===== config.mk =====
export PLATFORM = sky130hd
export DESIGN_NAME = spm_job_sequencer
export DESIGN_NICKNAME = d
export VERILOG_FILES = /design/src/rtl/spm_pkg.sv /design/src/rtl/spm_job_fifo.sv /design/src/rtl/spm_job_sequencer.sv
export SDC_FILE = /design/constraint.sdc
export NUM_CORES = 1
export LEC_CHECK = 0
export ABC_AREA = 1
export CORE_UTILIZATION = 55
export CTS_BUF_LIST = sky130_fd_sc_hd__clkbuf_8
export DETAILED_ROUTE_END_ITERATION = 8
export GPL_TIMING_DRIVEN = 0
export PLACE_DENSITY = 0.83
export SYNTH_ARGS = -nofsm -noshare
export SYNTH_HDL_FRONTEND = slang
export SYNTH_SLANG_ARGS = --single-unit

===== constraint.sdc =====
create_clock -name clk -period 5.83 [get_ports clk]
set_input_delay 0.8745 -clock clk [delete_from_list [all_inputs] [get_ports clk]]
set_output_delay 0.8745 -clock clk [all_outputs]
set_load 0.01 [all_outputs]

===== src/rtl/spm_pkg.sv =====
// Shared types for the serial-parallel multiplier job sequencer: FSM states,
// default widths and the default-width job record.
package spm_pkg;

   localparam int DEF_WIDTH = 32;
   localparam int DEF_TAG_W = 4;

   // Job lifecycle: pick up a job, clear the multiplier, start it, wait, present result.
   typedef enum logic [2:0] {
      IDLE  = 3'd0,
      CLEAR = 3'd1,
      START = 3'd2,
      RUN   = 3'd3,
      HOLD  = 3'd4
   } state_e;

   // One buffered operand pair with its tag, laid out as it sits in the FIFO.
   typedef struct packed {
      logic [DEF_WIDTH-1:0] mp;
      logic [DEF_WIDTH-1:0] mc;
      logic [DEF_TAG_W-1:0] tag;
   } job_t;

endpackage


===== src/rtl/spm_job_fifo.sv =====
// Synchronous FIFO holding pending operand pairs. Pointers carry one extra
// wrap bit so full and empty can be told apart without a counter.
module spm_job_fifo #(
   parameter int DEPTH = 4,
   parameter int DW    = 68
) (
   input  logic          clk,
   input  logic          rst,
   input  logic          push_i,
   input  logic [DW-1:0] wdata_i,
   input  logic          pop_i,
   output logic [DW-1:0] rdata_o,
   output logic          full_o,
   output logic          empty_o
);

   localparam int AW = $clog2(DEPTH);

   logic [DW-1:0] mem_q [DEPTH];
   logic [AW:0]   wr_ptr_q;
   logic [AW:0]   rd_ptr_q;

   assign empty_o = (wr_ptr_q == rd_ptr_q);
   assign full_o  = (wr_ptr_q[AW] != rd_ptr_q[AW]) &&
                    (wr_ptr_q[AW-1:0] == rd_ptr_q[AW-1:0]);
   assign rdata_o = mem_q[rd_ptr_q[AW-1:0]];

   // Pointer advance; a push into a full FIFO is dropped even if a pop happens the same cycle.
   always_ff @(posedge clk) begin
      if (rst) begin
         wr_ptr_q <= '0;
         rd_ptr_q <= '0;
      end else begin
         if (push_i && !full_o) wr_ptr_q <= wr_ptr_q + 1'b1;
         if (pop_i && !empty_o) rd_ptr_q <= rd_ptr_q + 1'b1;
      end
   end

   // Storage write; contents need no reset since the pointers define validity.
   always_ff @(posedge clk) begin
      if (push_i && !full_o) mem_q[wr_ptr_q[AW-1:0]] <= wdata_i;
   end

endmodule


===== src/rtl/spm_job_sequencer.sv =====
// Control stage in front of the serial-parallel multiplier: buffers operand
// pairs, runs one job at a time (clear, start, wait for done or watchdog) and
// presents the product with its tag on a valid/ready result port.
//
// Handshakes: a transfer happens on a rising edge where valid && ready are both
// high; valid never depends on ready, and an offered result stays stable until
// it is taken.
module spm_job_sequencer
   import spm_pkg::*;
#(
   parameter int WIDTH      = DEF_WIDTH,
   parameter int FIFO_DEPTH = 4,
   parameter int TAG_W      = DEF_TAG_W,
   parameter int TIMEOUT    = 80
) (
   input  logic               clk,
   input  logic               rst,
   input  logic               in_valid,
   output logic               in_ready,
   input  logic [WIDTH-1:0]   in_mp,
   input  logic [WIDTH-1:0]   in_mc,
   input  logic [TAG_W-1:0]   in_tag,
   output logic               mul_rst,
   output logic               mul_start,
   output logic [WIDTH-1:0]   mul_mp,
   output logic [WIDTH-1:0]   mul_mc,
   input  logic [2*WIDTH-1:0] mul_p,
   input  logic               mul_done,
   output logic               out_valid,
   input  logic               out_ready,
   output logic [2*WIDTH-1:0] out_p,
   output logic [TAG_W-1:0]   out_tag,
   output logic               out_timeout,
   output logic               busy,
   output logic [2:0]         dbg_state_o
);

   localparam int JW = 2*WIDTH + TAG_W;
   localparam int CW = $clog2(TIMEOUT);

   state_e             state_q, state_d;
   logic [WIDTH-1:0]   mp_q, mp_d, mc_q, mc_d;
   logic [TAG_W-1:0]   tag_q, tag_d;
   logic [CW-1:0]      cnt_q, cnt_d;
   logic [2*WIDTH-1:0] p_q, p_d;
   logic               to_q, to_d;

   logic               fifo_full, fifo_empty, fifo_pop, fifo_push;
   logic [JW-1:0]      fifo_rdata;

   assign in_ready  = !rst && !fifo_full;
   assign fifo_push = in_valid && in_ready;

   spm_job_fifo #(
      .DEPTH (FIFO_DEPTH),
      .DW    (JW)
   ) u_fifo (
      .clk     (clk),
      .rst     (rst),
      .push_i  (fifo_push),
      .wdata_i ({in_mp, in_mc, in_tag}),
      .pop_i   (fifo_pop),
      .rdata_o (fifo_rdata),
      .full_o  (fifo_full),
      .empty_o (fifo_empty)
   );

   // Next-state logic: job pickup, watchdog counting and result capture.
   always_comb begin
      state_d  = state_q;
      mp_d     = mp_q;
      mc_d     = mc_q;
      tag_d    = tag_q;
      cnt_d    = cnt_q;
      p_d      = p_q;
      to_d     = to_q;
      fifo_pop = 1'b0;
      case (state_q)
         IDLE: begin
            if (!fifo_empty) begin
               fifo_pop             = 1'b1;
               {mp_d, mc_d, tag_d}  = fifo_rdata;
               state_d              = CLEAR;
            end
         end
         CLEAR: state_d = START;
         START: begin
            cnt_d   = '0;
            state_d = RUN;
         end
         RUN: begin
            // A real done wins over the watchdog firing on the same cycle.
            if (mul_done) begin
               p_d     = mul_p;
               to_d    = 1'b0;
               state_d = HOLD;
            end else if (cnt_q == CW'(TIMEOUT-1)) begin
               p_d     = '0;
               to_d    = 1'b1;
               state_d = HOLD;
            end else begin
               cnt_d = cnt_q + 1'b1;
            end
         end
         HOLD: begin
            if (out_ready) state_d = IDLE;
         end
         default: state_d = IDLE;
      endcase
   end

   // State, job and result registers.
   always_ff @(posedge clk) begin
      if (rst) begin
         state_q <= IDLE;
         mp_q    <= '0;
         mc_q    <= '0;
         tag_q   <= '0;
         cnt_q   <= '0;
         p_q     <= '0;
         to_q    <= 1'b0;
      end else begin
         state_q <= state_d;
         mp_q    <= mp_d;
         mc_q    <= mc_d;
         tag_q   <= tag_d;
         cnt_q   <= cnt_d;
         p_q     <= p_d;
         to_q    <= to_d;
      end
   end

   assign mul_rst     = rst || (state_q == CLEAR);
   assign mul_start   = !rst && (state_q == START);
   assign mul_mp      = mp_q;
   assign mul_mc      = mc_q;
   assign out_valid   = !rst && (state_q == HOLD);
   assign out_p       = p_q;
   assign out_tag     = tag_q;
   assign out_timeout = to_q;
   assign busy        = !rst && ((state_q != IDLE) || !fifo_empty);
   assign dbg_state_o = state_q;

endmodule

==> insert_results.sql <==
INSERT INTO impl_metrics (metric_group, metric, value, unit) VALUES
('placement', 'post-place-ws', '1.826', 'ns'),
('yosys', 'synth.cell_area', '15900', 'um2'),
('clock_network', 'clock-root-buffer', 'sky130_fd_sc_hd__clkbuf_8', ''),
('detailed_routing', 'drtAntennaViolNets', '0', ''),
('power_and_ir_drop', 'combinationalPowerShare', '27.4', '%'),
('sta', 'timing.final.hold_violations', '0', ''),
('clock_network', 'cts.path.max_buffers', '3', ''),
('clock_network', 'cts_inserted_buffers', '61', ''),
('global_routing', 'grt_start_max_net_pins', '25', ''),
('detailed_routing', 'drc', '0', ''),
('power_and_ir_drop', 'ir_drop', '272.1', 'uV'),
('power_and_ir_drop', 'p_clk_share', '28.7', '%'),
('yosys', 'synth.area.mux_share', '0', '%'),
('floorplanning', 'die_y', '172.0', 'um'),
('worst_setup_path', 'cp-start-kind', 'input port', ''),
('sta', 'max_clock_freq', '247.1', 'MHz'),
('sta', 'setup_total_negative_slack', '0', 'ns'),
('power_and_ir_drop', 'powerDensity', '390.1', 'nW/um2'),
('worst_setup_path', 'critical_path_fanouts_max', '10', ''),
('floorplanning', 'floorplan.initialDensity', '56.61', '%'),
('run', 'maxCapViolations', '0', ''),
('min_path', 'holdCritPathClass', 'reg2reg', ''),
('sta', 'finalCritPeriodShare', '69.40', '%'),
('floorplanning', 'die_width', '172.0', 'um'),
('yosys', 'synthSimpleGateAreaFrac', '14.09', '%'),
('floorplanning', 'core_area', '28090', 'um2'),
('detailed_routing', 'routed_wirelength', '42350', 'um'),
('sta', 'worst_slack', '1.784', 'ns'),
('global_routing', 'grt_pass1_vias', '12180', ''),
('sta', 'skew', '0.03726', 'ns'),
('worst_setup_path', 'crit_path_end_kind', 'primary output', ''),
('worst_setup_path', 'crit_required', '4.96', 'ns'),
('global_routing', 'grt_pass1_wl', '63030', 'um'),
('outcome', 'status', 'finished, final reports clean', ''),
('yosys', 'synth_xor_xnor_area_share', '0.2754', '%'),
('sta', 'setup-violations-final', '0', ''),
('final_layout', 'nFillCells', '1876', ''),
('detailed_routing', 'detailedRoute.firstIterationViolations', '915', ''),
('yosys', 'postSynthRegisterBits', '421', ''),
('yosys', 'yosysSeqAreaShare', '70.13', '%'),
('final_layout', 'layout-area-overhead-vs-synth', '30.27', '%'),
('clock_network', 'clkTransAtPathRegs', '0.06', 'ns'),
('yosys', 'synth_warnings', '0', ''),
('clock_network', 'post_cts_buffers', '0', ''),
('power_and_ir_drop', 'cellLeakagePower', '0.007326', 'uW'),
('yosys', 'post_synthesis_adder_cell_area_fraction', '0.4721', '%'),
('yosys', 'syn_nets', '1608', ''),
('sta', 'tightest_slew', '0.8519', 'ns'),
('clock_network', 'cts.sink_count', '421', ''),
('sta', 'final_period_minus_worst_setup_slack', '4.046', 'ns'),
('detailed_routing', 'drt_first_pass_iters', '5', ''),
('global_routing', 'grt_overflow_total', '0', ''),
('final_layout', 'regArea', '11150', 'um2'),
('final_layout', 'post_layout_net_count', '1959', ''),
('floorplanning', 'floorplan.die_area', '29590', 'um2'),
('worst_setup_path', 'crit_path_category', 'in2out', ''),
('global_routing', 'grt_use_total', '28.00', '%'),
('final_layout', 'multi_input_comb_area', '4153', 'um2'),
('clock_network', 'htree_levels', '2', ''),
('placement', 'place_hpwl', '28710', 'um'),
('floorplanning', 'core.rowCount', '61', ''),
('sta', 'grt_setup_unrepaired', 'no', ''),
('detailed_routing', 'vias_per_cell', '5.471', ''),
('yosys', 'synth_top_family_by_area', 'simple AND/OR/NAND/NOR gates', ''),
('yosys', 'netlist_instances', '1465', ''),
('detailed_routing', 'wl_per_cell', '18.81', 'um'),
('sta', 'slew_viol_final', '0', ''),
('yosys', 'synth.distinct_cells', '27', ''),
('worst_setup_path', 'worst_ep_arrival_time', '3.17', 'ns'),
('clock_network', 'clk_latency', '0.63', 'ns'),
('sta', 'timing.slew.headroom', '43.07', '%');
-- worst max-delay path, stage by stage --
cell and delay [ns]:
sky130_fd_sc_hd__clkdlybuf4s50_1 0.59, sky130_fd_sc_hd__clkinv_1 0.48, sky130_fd_sc_hd__clkbuf_1 0.46, sky130_fd_sc_hd__nand2_1 0.17, sky130_fd_sc_hd__clkdlybuf4s50_1 0.58
-- path summary, 6_finish.rpt --
path,startpoint,to,slack [ns],cells after the start
worst max-delay path,rst,mul_rst,1.78,5
worst min-delay path,out_p[18],out_p[18],0.48,2
worst min register to register,out_p[18],out_p[18],0.48,2
worst max register to register,u_fifo.rd_ptr_q[0],u_fifo.mem_q[0][30],2.80,8
-- cells in the mapped netlist --
cell type / instances / area, um2
sky130_fd_sc_hd__inv_2: 6 / 22.52
sky130_fd_sc_hd__nand3_1: 78 / 390.4
sky130_fd_sc_hd__nor2_1: 365 / 1370
sky130_fd_sc_hd__clkbuf_1: 40 / 150.1
sky130_fd_sc_hd__ha_1: 6 / 75.07
sky130_fd_sc_hd__nor2_4: 1 / 11.26
sky130_fd_sc_hd__a31oi_1: 1 / 6.260
sky130_fd_sc_hd__buf_6: 10 / 112.6
sky130_fd_sc_hd__buf_4: 13 / 97.59
sky130_fd_sc_hd__or2_2: 1 / 6.260
sky130_fd_sc_hd__nor3_1: 3 / 15.01
sky130_fd_sc_hd__nand4_1: 3 / 18.77
sky130_fd_sc_hd__xnor2_1: 1 / 8.760
sky130_fd_sc_hd__dfxtp_1: 149 / 2983
sky130_fd_sc_hd__o21ai_1: 137 / 685.7
sky130_fd_sc_hd__nor2_2: 2 / 12.51
sky130_fd_sc_hd__o21ai_0: 141 / 705.7
sky130_fd_sc_hd__a21oi_1: 73 / 365.4
sky130_fd_sc_hd__inv_1: 20 / 75.07
sky130_fd_sc_hd__nand2_4: 1 / 11.26
sky130_fd_sc_hd__nand2_1: 101 / 379.1
sky130_fd_sc_hd__clkinv_1: 1 / 3.750
sky130_fd_sc_hd__nand3_2: 2 / 20.02
sky130_fd_sc_hd__buf_2: 33 / 165.2
sky130_fd_sc_hd__and3_1: 1 / 6.260
sky130_fd_sc_hd__xor2_1: 4 / 35.03
sky130_fd_sc_hd__edfxtp_1: 272 / 8168
-- layout make-up --
cell class / count / share of cell area (%)
flip-flops and latches: 421 / 53.83
multi-input cells: 921 / 20.05
repair buffers: 288 / 14.70
clock buffers: 77 / 5.116
plain buffers: 96 / 2.537
well taps: 378 / 2.283
clock inverters: 38 / 0.9302
inverters: 27 / 0.4893
diodes: 5 / 0.06040
-- cell usage in the layout, fill, tap and decap left out, types with 2 or more instances in the layout --
cell,n
sky130_fd_sc_hd__nor2_1,361
sky130_fd_sc_hd__clkdlybuf4s50_1,277
sky130_fd_sc_hd__edfxtp_1,272
sky130_fd_sc_hd__dfxtp_1,149
sky130_fd_sc_hd__o21ai_0,141
sky130_fd_sc_hd__o21ai_1,137
sky130_fd_sc_hd__nand2_1,101
sky130_fd_sc_hd__nand3_1,78
sky130_fd_sc_hd__clkbuf_8,77
sky130_fd_sc_hd__a21oi_1,73
sky130_fd_sc_hd__inv_1,44
sky130_fd_sc_hd__clkbuf_1,40
sky130_fd_sc_hd__buf_2,33
sky130_fd_sc_hd__buf_4,13
sky130_fd_sc_hd__buf_6,10
sky130_fd_sc_hd__clkinv_2,10
sky130_fd_sc_hd__buf_16,7
sky130_fd_sc_hd__inv_2,6
sky130_fd_sc_hd__ha_1,6
sky130_fd_sc_hd__diode_2,5
sky130_fd_sc_hd__nor2_4,5
sky130_fd_sc_hd__xor2_1,4
sky130_fd_sc_hd__buf_12,4
sky130_fd_sc_hd__nand4_1,3
sky130_fd_sc_hd__nor3_1,3
sky130_fd_sc_hd__nand3_2,2
sky130_fd_sc_hd__nor2_2,2
sky130_fd_sc_hd__inv_12,2
-- state kept, by name, indices dropped and copies added (netlist names) --
| register | count |
|---|---|
| mul_mc | 32 |
| u_fifo.mem_q | 272 |
| out_tag | 4 |
| u_fifo.rd_ptr_q | 3 |
| out_p | 64 |
| dbg_state_o | 3 |
| u_fifo.wr_ptr_q | 3 |
| mul_mp | 32 |
| out_timeout | 1 |
| cnt_q | 7 |
-- routing by layer --
layer	part of all wire, %	GRT usage [%]	up-vias
met3	9.8	7.668	119
met2	51	49.25	610
li1	-	-	5787
met1	36	31.15	5791
met4	3.4	13.97	8
met5	0.14	0	-
-- power groups by stage --
stage	registers, uW	logic [uW]	clock network (uW)
4_1_cts	3550	2210	2350
2_1_floorplan	3670	1160	0
6_report	3550	2210	2320
3_3_place_gp	3610	2100	0
5_1_grt	3570	2430	2480
3_5_place_dp	3610	2190	0
-- cells by family (layout without fill, tap and decap cells) --
kind of cell / count (synthesis) / after routing
AND/OR/NAND/NOR: 558 / 558
flip-flops: 421 / 421
AO/OA/AOI/OAI: 352 / 352
buffers and inverters: 123 / 526
adder cells (fa/ha/maj): 6 / 6
XOR/XNOR: 5 / 5
other: 0 / 5
-- through the flow --
step / cells / hold WS, ns / total power (uW) / utilization [%]
6_report: 2251 / 0.4763 / 8080 / 73.75
4_1_cts: 2246 / 0.4787 / 8109 / 73.70
3_5_place_dp: 2131 / 0.4704 / 5797 / 69.24
2_1_floorplan: 1465 / 0.4638 / 4830 / -
5_1_grt: 2247 / 0.4935 / 8478 / 73.71
3_3_place_gp: 2120 / 0.4644 / 5709 / 68.17
Power figures use the tool's default switching activity.
